$ cat config.mk
export PLATFORM = sky130hd
export DESIGN_NAME = booth_mul_flat
export DESIGN_NICKNAME = d
export VERILOG_FILES = /design/src/rtl/booth_mul_if.sv /design/src/rtl/booth_mul.sv /design/src/flat_wrapper.sv
export SDC_FILE = /design/constraint.sdc
export NUM_CORES = 1
export LEC_CHECK = 0
export CELL_PAD_IN_SITES_DETAIL_PLACEMENT = 0
export CELL_PAD_IN_SITES_GLOBAL_PLACEMENT = 1
export CORE_ASPECT_RATIO = 1.1
export CORE_MARGIN = 1
export CORE_UTILIZATION = 40
export CTS_BUF_LIST = sky130_fd_sc_hd__clkbuf_16
export DETAILED_ROUTE_END_ITERATION = 16
export GPL_ROUTABILITY_DRIVEN = 0
export PLACE_DENSITY = 0.75
export RECOVER_POWER = 50
export SLEW_MARGIN = 40
export SYNTH_ARGS = -nofsm -noshare
export SYNTH_HDL_FRONTEND = slang
export SYNTH_SLANG_ARGS = --single-unit
$ cat constraint.sdc
create_clock -name clk -period 2.8 [get_ports clk]
set_clock_uncertainty 0.1 [all_clocks]
set_input_delay 0.56 -clock clk [delete_from_list [all_inputs] [get_ports clk]]
set_output_delay 0.56 -clock clk [all_outputs]
set_load 0.03 [all_outputs]
$ cat src/rtl/booth_mul_if.sv
// Operand/result bundle for booth_mul; busy is carried only when BOOTH_MUL_BUSY_EN is defined.
interface booth_mul_if #(
  parameter int WIDTH = 4
);
  logic                      start;
  logic signed [WIDTH-1:0]   X;
  logic signed [WIDTH-1:0]   Y;
  logic                      valid;
  logic signed [2*WIDTH-1:0] Z;
`ifdef BOOTH_MUL_BUSY_EN
  logic                      busy;
`endif

  modport master (
    output start, X, Y,
`ifdef BOOTH_MUL_BUSY_EN
    input  busy,
`endif
    input  valid, Z
  );

  modport slave (
    input  start, X, Y,
`ifdef BOOTH_MUL_BUSY_EN
    output busy,
`endif
    output valid, Z
  );
endinterface

$ cat src/rtl/booth_mul.sv
// Sequential radix-2 Booth signed multiplier, WIDTH cycles from accepted start to valid; start is ignored while BUSY.
// Optional registered busy output when BOOTH_MUL_BUSY_EN is defined.
module booth_mul #(
  parameter int WIDTH = 4
) (
  input  logic        clk,
  input  logic        rst,
  booth_mul_if.slave  bus
);
  localparam int CW = $clog2(WIDTH + 1);

  typedef enum logic [1:0] {IDLE, BUSY, DONE} state_t;

  state_t              state_q, state_d;
  logic [WIDTH:0]      a_q, a_d;
  logic [WIDTH:0]      m_q, m_d;
  logic [WIDTH-1:0]    q_q, q_d;
  logic                q1_q, q1_d;
  logic [CW-1:0]       cnt_q, cnt_d;
  logic [2*WIDTH-1:0]  z_q, z_d;
  logic                valid_q, valid_d;

  logic [WIDTH:0]      sum;
  logic [2*WIDTH+1:0]  shifted;

  always_comb begin
    case ({q_q[0], q1_q})
      2'b01:   sum = a_q + m_q;
      2'b10:   sum = a_q - m_q;
      default: sum = a_q;
    endcase
    // Arithmetic shift of {A,Q,Q_1}: replicate A's sign bit, drop Q_1.
    shifted = {sum[WIDTH], sum, q_q};
  end

  always_comb begin
    state_d = state_q;
    a_d     = a_q;
    m_d     = m_q;
    q_d     = q_q;
    q1_d    = q1_q;
    cnt_d   = cnt_q;
    z_d     = z_q;
    valid_d = valid_q;
    case (state_q)
      IDLE, DONE: begin
        if (bus.start) begin
          m_d     = {bus.X[WIDTH-1], bus.X};
          a_d     = '0;
          q_d     = bus.Y;
          q1_d    = 1'b0;
          cnt_d   = CW'(WIDTH);
          valid_d = 1'b0;
          state_d = BUSY;
        end
      end
      BUSY: begin
        a_d   = shifted[2*WIDTH+1:WIDTH+1];
        q_d   = shifted[WIDTH:1];
        q1_d  = shifted[0];
        cnt_d = cnt_q - CW'(1);
        if (cnt_q == CW'(1)) begin
          z_d     = shifted[2*WIDTH:1];
          valid_d = 1'b1;
          state_d = DONE;
        end
      end
      default: state_d = IDLE;
    endcase
  end

  always_ff @(posedge clk or negedge rst) begin
    if (!rst) begin
      state_q <= IDLE;
      a_q     <= '0;
      m_q     <= '0;
      q_q     <= '0;
      q1_q    <= 1'b0;
      cnt_q   <= '0;
      z_q     <= '0;
      valid_q <= 1'b0;
    end else begin
      state_q <= state_d;
      a_q     <= a_d;
      m_q     <= m_d;
      q_q     <= q_d;
      q1_q    <= q1_d;
      cnt_q   <= cnt_d;
      z_q     <= z_d;
      valid_q <= valid_d;
    end
  end

  assign bus.Z     = z_q;
  assign bus.valid = valid_q;

`ifdef BOOTH_MUL_BUSY_EN
  logic busy_q;

  always_ff @(posedge clk or negedge rst) begin
    if (!rst) busy_q <= 1'b0;
    else      busy_q <= (state_d == BUSY);
  end

  assign bus.busy = busy_q;
`endif
endmodule

$ cat src/flat_wrapper.sv
// flat-port wrapper written by rule: the top's interface ports become plain ports
module booth_mul_flat 
#(
  parameter int WIDTH = 4
)
  (clk, rst, bus_start, bus_X, bus_Y, bus_valid, bus_Z);
  booth_mul_if #(.WIDTH(WIDTH)) bus_i ();
  input  logic clk;
  input  logic rst;
  input wire logic [$bits(bus_i.start)-1:0] bus_start;
  input wire logic [$bits(bus_i.X)-1:0] bus_X;
  input wire logic [$bits(bus_i.Y)-1:0] bus_Y;
  output wire logic [$bits(bus_i.valid)-1:0] bus_valid;
  output wire logic [$bits(bus_i.Z)-1:0] bus_Z;
  assign bus_i.start = bus_start;
  assign bus_i.X = bus_X;
  assign bus_i.Y = bus_Y;
  assign bus_valid = bus_i.valid;
  assign bus_Z = bus_i.Z;
  booth_mul #(.WIDTH(WIDTH)) u_core (.clk(clk), .rst(rst), .bus(bus_i));
endmodule
# After elaboration in Yosys (flattened, before gate mapping)
# Cells that the tools add are included.
dict set report classes {
  n_addsub 3
  reduce_logical 8
  eq_ne 7
  mux 14
}
# operator n
set ops {}
lappend ops {{$pmux 5 s2} 2}
lappend ops {{$pmux 4 s2} 1}
lappend ops {{$reduce_and 2->1} 4}
lappend ops {{$pmux 3 s2} 1}
lappend ops {{$add 5x5->5} 1}
lappend ops {{$mux 5} 1}
lappend ops {{$sub 5x5->5} 1}
lappend ops {{$eq 2x1->1 const B} 2}
lappend ops {{$eq 2x2->1 const B} 2}
lappend ops {{$mux 2} 2}
lappend ops {{$mux 4} 1}
lappend ops {{$pmux 1 s2} 2}
lappend ops {{$pmux 2 s2} 1}
lappend ops {{$eq 3x1->1 const B} 1}
lappend ops {{$mux 3} 1}
lappend ops {{$reduce_and 3->1} 1}
lappend ops {{$sub 3x1->3 const B} 1}
lappend ops {{$logic_not 2->1} 1}
lappend ops {{$mux 1} 2}
lappend ops {{$ne 2x1->1 const B} 1}
lappend ops {{$ne 2x2->1 const B} 1}
lappend ops {{$reduce_bool 2->1} 1}
lappend ops {{$reduce_or 2->1} 1}
dict set report totals {
  output_inout_bits 9
  in_bits 11
  word_cells 40
  register_bits 28
}

# Logic depth before layout (Yosys ltp)
# Gate-level depths: netlist of run 1.
dict set report depth {
  word_depth 4
  mapped_depth 10
  ltp_nobuf 10
}

# Worst setup path before layout of run 1
# OpenSTA, ideal clock, no wires.
dict set report synth_timing {
  path_kind {register to register}
  from {reg u_core.q1_q}
  to {reg u_core.a_q[3]}
  path_stages_with_launch 10
  required_time_ns 2.631
  arrival_time_ns 2.282
  path_buffers 0
  setup_time_ns 0.069
  period_less_slack_ns 2.451
  setup_slack_ns 0.349
  path_cell_list {dfrtp_1 -> inv_1 -> ha_1 -> mux2_2 -> fa_1 -> nand2b_1 -> a21oi_2 -> xnor2_1 -> or4_1 -> nand3_1}
}
dict set report synth_between {
  elab_chain_len 3
  elab_cells_between_ends 4
  classes_between {eq/ne (2); mux (2)}
}
# item line
set synth_rtl {}
lappend synth_rtl {{start: declaration} booth_mul.sv:18} ;# logic q1_q, q1_d;
lappend synth_rtl {{start signal: assignment} booth_mul.sv:87} ;# q1_q <= q1_d;
lappend synth_rtl {{$eq 2x2->1 / $eq 2x1->1 (equally long branches)} booth_mul.sv:27} ;# case ({q_q[0], q1_q})
lappend synth_rtl {{$pmux 5 s2 (*)} booth_mul.sv:27}
lappend synth_rtl {{$pmux 5 s2 (*)} booth_mul.sv:45} ;# case (state_q)
lappend synth_rtl {{end signal: assignment} booth_mul.sv:75} ;# a_q <= '0;
lappend synth_rtl {{end signal: assignment} booth_mul.sv:84} ;# a_q <= a_d;
lappend synth_rtl {{end: declaration} booth_mul.sv:15} ;# logic [WIDTH:0] a_q, a_d;
# Every way passes the cells marked *; elsewhere a longest branch is shown, timed or not.
# A chain may end at the register's enable or synchronous reset.

# Worst setup path after layout of run 1
dict set report layout_timing {
  from {reg u_core.m_q[0]}
  to {reg u_core.a_q[3]}
}
dict set report layout_between {
  elab_chain_len 3
  elab_cells_between_ends 4
  classes_between {add/sub (2); mux (2)}
}
# item line
set layout_rtl {}
lappend layout_rtl {{start: declaration} booth_mul.sv:16} ;# logic [WIDTH:0] m_q, m_d;
lappend layout_rtl {{start signal: assignment} booth_mul.sv:85} ;# m_q <= m_d;
lappend layout_rtl {{$sub 5x5->5 / $add 5x5->5 (equally long branches)} {booth_mul.sv:29, booth_mul.sv:28}}
lappend layout_rtl {{$pmux 5 s2 (*)} booth_mul.sv:27}
lappend layout_rtl {{$pmux 5 s2 (*)} booth_mul.sv:45}
# Marked as above.

==> flow_summary_export.csv, run 1 <==
group,metric,value,unit
grt,grt_pass1_wl,4.97,mm
cts,cts_root_buf,"clkbuf_16",
timing,hold_viol,0,
yosys,synthTopCellsByArea,"dfrtp_1 48%, nand2_1 10%, ha_1 7.2%",
grt,track_usage,0.172,
cts,cts.path.max_buffers,2,
worst_setup_path,path_buf_inv,1,
outcome,violations,"DRC",
timing,worstMarginPinSlew,1.47,ns
floorplanning,io_pins,20,
route,postRouteAntennaNets,0,
cts,holdBufCountCts,0,
yosys,yosys_warnings,0,
pwr,pwr-share-seq,0.289,
floorplanning,coreArea,3330,um2
cts,numCtsBuffers,3,
pwr,power.total,0.00245,W
yosys,ys_types,27,
timing,setup_viol,0,
timing,fmax,386,MHz
yosys,avgSynthCellArea,8.90,um2
yosys,synth_largest_area_cell,"dfrtp_1",
cts,cts_sinks,27,
min_path,hold_path_end,"u_core.bus.Z[2]",
worst_setup_path,critPathKind,"flop to flop",
yosys,synth_edf_count,0,
worst_setup_path,endpoint_kind,"flop",
worst_setup_path,rr_worst_depth,9,
yosys,synthDominantCellAreaShare,0.483,
worst_setup_path,path_max_fanout,3,
pwr,p_leak,0.793,nW
floorplanning,rows,22,
layout,finalNonFillerCells,225,
layout,final_nets,198,
place,numPortBuffers,19,
worst_setup_path,cp_slowest_cell,"fa_1",
timing,period_share,0.925,
place,dpl.cell_count,221,
pwr,p_sw,0.00107,W
worst_setup_path,crit_family,"adder cells",
floorplanning,start_util,0.420,
yosys,synth_ff_type,"dfrtp_1",
grt,grt.busiest_layer,"met2",
worst_setup_path,cp.arrival,2.68,ns
grt,grt_max_degree,28,
route,via_per_inst,4.80,
worst_setup_path,max_stage_delay,0.45,ns
worst_setup_path,start_kind,"flop",
pwr,clockPowerShare,0.132,
route,dr.pass1.iters,10,
worst_setup_path,path_cells,"inv_1 -> ha_1 -> mux2_2 -> fa_1 -> nand2b_1 -> a21oi_2 -> xnor2_1 -> or4_1 -> nand3_1",
yosys,synth_common_cells,"38 x nand2_1, 27 x dfrtp_1, 16 x o21ai_0",
pwr,sw_frac_of_total,0.435,
timing,rsz0062_at_grt,"no",
cts,clk_latency,0.26,ns
yosys,synth.yosys.seq_area_share,0.483,
timing,relSlewSlack,0.0172,
pwr,p_per_area,1430,nW/um2
route,vias,1080,
route,wl_per_cell,12.4,um
pwr,ir_worst_vdd,549,uV
worst_setup_path,r2r-end,"u_core.a_q[3]",
min_path,holdCritStartpoint,"u_core.bus.Z[2]",
layout,multi_input_comb_area,659,um2
yosys,synth_cells,157,
grt,use_met2,0.299,
layout,syn_to_final_growth,22.9,%
outcome,status,"finished with violations",
min_path,min_path_cells,2,
cts,h-tree-depth,1,
pwr,p_int,0.00139,W
layout,drive_gt1_frac,0.0508,
worst_setup_path,cp_num_cells,9,
cts,cts_setup_buffers,0,
min_path,hold_class,"flop to flop",
route,wl,2.79,mm
place,dpl.hpwl,2.05,mm
floorplanning,die_w,58.4,um
floorplanning,die_h,64.0,um
timing,fin_setup_tns,0,ns
yosys,synth_fp_nets,177,
route,drc_errors,1,
timing,period_needed,2.59,ns
route,drtIter0Drc,23,
worst_setup_path,cp.required,2.89,ns
cts,cts_resized,0,
layout,antenna_cells,0,
grt,grt_pass1_vias,1076,
timing,finalMaxSlewViolations,0,
yosys,synthArstFlopShare,1.00,
pwr,p_comb_frac,0.578,
layout,fillers,333,
grt,gr-total-overflow,0,
worst_setup_path,rrSetupSlack,0.21,ns
yosys,netlist_area,1400,um2
grt,grt_antenna_before_repair,0,
yosys,synth.most_common_cell,"nand2_1",
flow_run,max_cap_viol_count,0,
cts,cts_tree,"yes",
grt,grtUsageMet3,0.0121,
worst_setup_path,r2r_start,"u_core.m_q[0]",
grt,grtUsageMet1,0.229,
cts,clkTransAtPathRegs,0.07,ns
yosys,ys_ff_latch,27,
floorplanning,fp.dieArea,3730,um2
layout,area.sequential,676,um2
## routing by layer
metal / vias up / wire (um)
li1: 556 / -
met1: 508 / 1340
met2: 14 / 1360
met3: 2 / 57
met4: 0 / 23
met5: - / 0
## worst max path at each step
stage	startpoint	slack, ns	endpoint
6_report	u_core.m_q[0]	0.21	u_core.a_q[3]
5_1_grt	u_core.q1_q	0.08	u_core.a_q[3]
4_1_cts	u_core.m_q[0]	0.21	u_core.a_q[3]
3_5_place_dp	u_core.q1_q	0.23	u_core.a_q[3]
3_3_place_gp	u_core.q1_q	0.27	u_core.a_q[3]
2_1_floorplan	u_core.q1_q	0.35	u_core.a_q[3]
## worst min-delay path: cells and delay by family (launching register included)
family	cells	cell delay, ns
flip-flops	1	0.34
AND/OR/NAND/NOR	2	0.10
## power groups by stage
stage	combinational (W)	sequential, W	clock (W)
after global placement	0.00141	0.000705	0
after CTS	0.00144	0.000709	0.000335
after global routing	0.00162	0.000733	0.000341
after floorplan	0.000967	0.000793	0
final	0.00142	0.000710	0.000324
after detailed placement	0.00143	0.000718	0
## cell usage in the layout, fill, tap and decap left out, types with 4 or more instances in the layout
cell type | Yosys | layout
inv_1 | 10 | 10
nand2_1 | 38 | 38
dfrtp_1 | 27 | 27
nand2b_1 | 5 | 5
clkdlybuf4s50_1 | 0 | 17
a21oi_1 | 5 | 5
o21ai_0 | 16 | 16
ha_1 | 8 | 8
nor2_1 | 12 | 12
nor2b_1 | 4 | 4
## sequential cells by signal (all words and copies together), names as in the netlist
register and flops:
u_core.bus.Z 8, u_core.a_q 4, u_core.m_q 4, u_core.q_q 4, u_core.cnt_q 3, u_core.state_q 2, u_core.bus.valid 1, u_core.q1_q 1
## area by class of cell
class	instances	area share
clock buffers	3	0.0437
well taps	48	0.0350
repair buffers	22	0.119
clock inverters	1	0.00291
flip-flops and latches	27	0.393
inverters	10	0.0218
multi-input cells	114	0.384
## stage by stage
step | hold slack [ns] | setup slack, ns | instance area [um2] | util
floorplan | 0.164 | 0.349 | 1400 | -
global placement | 0.361 | 0.275 | 1650 | 0.494
detailed placement | 0.367 | 0.226 | 1650 | 0.494
CTS | 0.385 | 0.212 | 1730 | 0.518
global route | 0.394 | 0.0756 | 1720 | 0.516
finish | 0.378 | 0.210 | 1720 | 0.516
## kinds of logic (layout without fill, tap and decap cells)
| group | after synthesis | after routing | synth area share |
|---|---|---|---|
| AOI/OAI and AO/OA | 30 | 30 | 0.124 |
| buffers and inverters | 16 | 36 | 0.0448 |
| muxes | 3 | 3 | 0.0233 |
| adders and majority gates | 9 | 9 | 0.0859 |
| and+or+nand+nor | 68 | 68 | 0.213 |
| DFF | 27 | 27 | 0.483 |
| xor gates and xnor gates | 4 | 4 | 0.0251 |
Power figures use the tool's default switching activity.
==> inputs of run 2 (changes only) <==
CORE_UTILIZATION = 35   (was 40)
PLACE_DENSITY = 0.66   (was 0.75)
==> run 2 against run 1 <==
Net effect:
- the flow finishes with violations (capacitance limit)
- sequential share of layout area fell by 0.11 points
- largest power group unchanged
- critical path depth unchanged
- combinational power is essentially flat
- critical path type unchanged
- non-clock buffer count is the same
- die area rose by 14%
==> flow_summary_export.csv, run 2 (synthesis results as in run 1) <==
group,metric,value,unit
layout,final_nets,198,
layout,syn_to_final_growth,23.3,%
route,wl,3.01,mm
route,postRouteAntennaNets,0,
timing,worstMarginPinSlew,1.50,ns
cts,clkTransAtPathRegs,0.07,ns
worst_setup_path,r2r_start,"u_core.q1_q",
layout,drive_gt1_frac,0.0508,
place,dpl.hpwl,2.21,mm
outcome,violations,"capacitance limit",
grt,grt_antenna_before_repair,0,
worst_setup_path,endpoint_kind,"flop",
grt,grt_max_degree,28,
min_path,hold_class,"flop to flop",
timing,hold_ws,0.376,ns
worst_setup_path,rr_worst_depth,9,
pwr,pwr-share-seq,0.286,
cts,holdBufCountCts,0,
worst_setup_path,cp.arrival,2.69,ns
cts,numCtsBuffers,3,
timing,relSlewSlack,0.00244,
floorplanning,die_h,68.3,um
timing,period_share,0.921,
pwr,power.total,0.00248,W
timing,rsz0062_at_grt,"no",
timing,worst_slack,0.222,ns
pwr,p_per_area,1440,nW/um2
min_path,holdCritStartpoint,"u_core.bus.valid",
cts,cts_setup_buffers,0,
floorplanning,start_util,0.374,
worst_setup_path,critPathKind,"flop to flop",
layout,fillers,399,
floorplanning,coreArea,3740,um2
route,via_per_inst,4.86,
cts,cts_resized,0,
cts,clk_latency,0.27,ns
cts,cts_tree,"yes",
floorplanning,die_w,62.3,um
route,drc_errors,0,
layout,antenna_cells,0,
cts,h-tree-depth,1,
grt,track_usage,0.162,
layout,mostFrequentLayoutCell,"nand2_1",
cts,cts.path.max_buffers,2,
pwr,p_sw,0.00109,W
pwr,p_int,0.00139,W
place,numPortBuffers,19,
grt,gr-total-overflow,0,
pwr,ir_worst_vdd,484,uV
cts,cts_root_buf,"clkbuf_16",
worst_setup_path,crit_start,"u_core.q1_q",
timing,fmax,388,MHz
route,vias,1103,
flow_run,max_cap_viol_count,1,
outcome,status,"finished with violations",
pwr,p_comb_frac,0.576,
layout,largest_register_ffs,8,
timing,setup_viol,0,
pwr,sw_frac_of_total,0.440,
timing,finalMaxSlewViolations,0,
place,dp_slack,0.226,ns
grt,grt_pass1_vias,1115,
layout,final_cell_mix,"38 x nand2_1, 27 x dfrtp_1, 17 x clkdlybuf4s50_1, 16 x o21ai_0, 12 x nor2_1",
floorplanning,rows,23,
worst_setup_path,cp.required,2.91,ns
floorplanning,io_pins,20,
timing,period_needed,2.58,ns
route,wl_per_cell,13.3,um
pwr,clockPowerShare,0.139,
timing,hold_viol,0,
route,dr.pass1.iters,4,
min_path,min_path_cells,2,
worst_setup_path,path_max_fanout,5,
pwr,p_leak,0.789,nW
worst_setup_path,start_kind,"flop",
floorplanning,fp.dieArea,4250,um2
grt,grt_pass1_wl,5.12,mm
cts,cts_sinks,27,
timing,fin_setup_tns,0,ns
route,drtIter0Drc,24,
## run 2: changes by cell type in the layout (fill, tap and decap cells not counted), sizes merged
| cell | previous run | this run |
|---|---|---|
| clkinv | 1 | 0 |
| clkinvlp | 0 | 1 |
## run 2: routing by layer
layer,GRT usage,vias up,wire [um]
met4,0.0698,0,48
met2,0.286,13,1440
met5,0,-,0
met1,0.193,532,1450
li1,-,554,-
met3,0.0367,4,74
## run 2: layout make-up
cell class	instances	area [um2]	share of cell area
Sequential cell	27	676	0.392
Timing Repair Buffer	22	205	0.119
Clock inverter	1	7.51	0.00436
Inverter	10	37.5	0.0218
Clock buffer	3	75.1	0.0436
Multi-Input combinational cell	114	659	0.383
Tap cell	50	62.6	0.0363
## run 2: worst paths after layout
check,to,slack (ns)
min in group asynchronous,u_core.m_q[0],1.08
setup / recovery,u_core.a_q[3],0.22
setup reg to reg,u_core.a_q[3],0.22
hold / removal,u_core.bus.valid,0.38
hold reg to reg,u_core.bus.valid,0.38
max in group asynchronous,u_core.bus.Z[0],0.65
## run 2: power groups by stage
stage               Sequential, W  Combinational (W)  Clock (W)
detailed placement       0.000720            0.00145          0
global route             0.000738            0.00163   0.000364
global placement         0.000708            0.00143          0
CTS                      0.000712            0.00146   0.000351
finish                   0.000710            0.00143   0.000344
floorplan                0.000793           0.000967          0
## run 2: metrics by stage
step           utilization  instances  area, um2
3_5_place_dp         0.440        223       1650
3_3_place_gp         0.440        223       1650
6_report             0.461        227       1720
4_1_cts              0.463        227       1730
5_1_grt              0.461        227       1720
2_1_floorplan            -        157       1400
## run 2: critical path, cell delays in order, from the launching register on
cell and delay, ns:
dfrtp_1 0.39, inv_1 0.06, ha_1 0.23, mux2_2 0.38
fa_1 0.45, nand2b_1 0.17, a21oi_2 0.13, xnor2_1 0.12
or4_1 0.40, nand3_1 0.09
==> inputs of run 3 (changes only) <==
CELL_PAD_IN_SITES_DETAIL_PLACEMENT = not set   (was 0)
CELL_PAD_IN_SITES_GLOBAL_PLACEMENT = not set   (was 1)
PLACE_DENSITY = 0.52   (was 0.66)
SKIP_CTS_REPAIR_TIMING = 1   (was not set)
==> run 3 against run 2 <==
Net effect:
- the flow finishes with violations (capacitance limit, slew limit)
- sequential share of layout area stayed put
- via count is 1.4% lower
- global-route usage is 0.54 points lower
- routed wire length is 0.63% lower
- core utilization stayed put
- clock power is 4% lower
- first-iteration DRC count is 63% higher
- final area stayed put
- register-to-register slack worse by 0.06 ns
- flip-flop and latch count stayed put
- combinational power hardly changed
- critical endpoint unchanged
- largest cell class unchanged
==> flow_summary_export.csv, run 3 (synthesis results as in run 1) <==
group,metric,value,unit
timing,period_share,0.941,
route,drc_errors,0,
pwr,p_per_area,1440,nW/um2
worst_setup_path,critPathKind,"flop to flop",
route,via_per_inst,4.79,
place,dpl.hpwl,2.24,mm
worst_setup_path,path_cells,"inv_1 -> ha_1 -> mux2_2 -> fa_1 -> nand2b_1 -> a21oi_2 -> xnor2_1 -> or4_1 -> nand3_1",
timing,rsz0062_at_grt,"no",
cts,cts_sinks,27,
grt,grt_max_degree,28,
timing,fmax,380,MHz
worst_setup_path,crit_family,"adder cells",
layout,largest_register_ffs,8,
timing,hold_viol,0,
layout,syn_to_final_growth,23.3,%
place,numPortBuffers,19,
min_path,holdCritStartpoint,"u_core.bus.Z[1]",
floorplanning,coreArea,3740,um2
floorplanning,rows,23,
grt,grt_antenna_before_repair,0,
timing,period_needed,2.63,ns
floorplanning,start_util,0.374,
grt,grt_pass1_vias,1130,
layout,stdcell_area,1720,um2
timing,worst_slack,0.166,ns
worst_setup_path,crit_start,"u_core.q1_q",
timing,relSlewSlack,-0.00881,
cts,cts.path.max_buffers,2,
timing,setup_viol,0,
grt,track_usage,0.157,
timing,fin_setup_tns,0,ns
grt,grt_pass1_wl,5.12,mm
route,wl_per_cell,13.2,um
worst_setup_path,r2r_start,"u_core.q1_q",
timing,finalMaxSlewViolations,28,
worst_setup_path,start_kind,"flop",
cts,clk_latency,0.26,ns
layout,fin_util,0.461,
grt,gr-total-overflow,0,
pwr,ir_worst_vdd,519,uV
worst_setup_path,max_stage_delay,0.46,ns
worst_setup_path,path_buf_inv,1,
outcome,status,"finished with violations",
route,postRouteAntennaNets,0,
worst_setup_path,endpoint_kind,"flop",
worst_setup_path,cp_slowest_cell,"fa_1",
place,placedInstanceArea,1650,um2
min_path,hold_class,"flop to flop",
flow_run,max_cap_viol_count,1,
route,vias,1088,
layout,area.sequential,676,um2
outcome,violations,"capacitance limit, slew limit",
layout,multi_input_comb_area,659,um2
layout,fillers,386,
worst_setup_path,cp.arrival,2.73,ns
layout,drive_gt1_frac,0.0508,
layout,antenna_cells,0,
worst_setup_path,path_max_fanout,5,
cts,cts_root_buf,"clkbuf_16",
cts,h-tree-depth,1,
layout,final_nets,198,
layout,mostFrequentLayoutCell,"nand2_1",
floorplanning,io_pins,20,
cts,cts_tree,"yes",
floorplanning,die_h,68.3,um
place,dp_slack,0.165,ns
route,dr.pass1.iters,4,
layout,final_cell_mix,"38 x nand2_1, 27 x dfrtp_1, 17 x clkdlybuf4s50_1, 16 x o21ai_0, 12 x nor2_1",
cts,clkTransAtPathRegs,0.07,ns
route,drtIter0Drc,39,
route,wl,2.99,mm
timing,worstMarginPinSlew,1.51,ns
pwr,p_leak,0.789,nW
floorplanning,fp.dieArea,4250,um2
floorplanning,die_w,62.3,um
worst_setup_path,cp.required,2.90,ns
cts,numCtsBuffers,3,
-- run 3: per-stage QoR --
| stage | cells | hold slack, ns | power [W] |
|---|---|---|---|
| finish | 227 | 0.374 | 0.00248 |
| global route | 227 | 0.407 | 0.00271 |
| CTS | 227 | 0.380 | 0.00252 |
| detailed placement | 223 | 0.362 | 0.00217 |
| global placement | 223 | 0.361 | 0.00213 |
| floorplan | 157 | 0.164 | 0.00176 |
-- run 3: worst min-delay path, delay by kind of cell, from the launching register on --
family        cells  cell delay [ns]
simple gates      2             0.10
flops             1             0.34
-- run 3: power by group --
group	total (W)	internal (W)	leakage, nW	switching (W)
registers	0.000714	0.000578	0.333	0.000136
logic	0.00143	0.000615	0.419	0.000815
clock network	0.000331	0.000194	0.0371	0.000137
total	0.00248	0.00139	0.789	0.00109
-- run 3: worst paths after layout --
check	cells past startpoint	endpoint	slack, ns
hold reg to reg	2	u_core.bus.Z[1]	0.37
setup / recovery	9	u_core.a_q[3]	0.17
setup reg to reg	9	u_core.a_q[3]	0.17
min in group asynchronous	2	u_core.a_q[3]	1.09
hold / removal	2	u_core.bus.Z[1]	0.37
max in group asynchronous	2	u_core.q_q[0]	0.63
-- run 3: layout make-up --
| class | instances | area share |
|---|---|---|
| Clock inverter | 1 | 0.00436 |
| Clock buffer | 3 | 0.0436 |
| Timing Repair Buffer | 22 | 0.119 |
| Multi-Input combinational cell | 114 | 0.383 |
| Inverter | 10 | 0.0218 |
| Sequential cell | 27 | 0.392 |
| Tap cell | 50 | 0.0363 |
-- run 3: layer usage --
layer / part of all wire / vias up / track usage
met2: 0.50 / 16 / 0.284
li1: - / 554 / -
met3: 0.027 / 2 / 0.0267
met5: 0 / - / 0
met4: 0.0064 / 0 / 0.0436
met1: 0.46 / 516 / 0.194
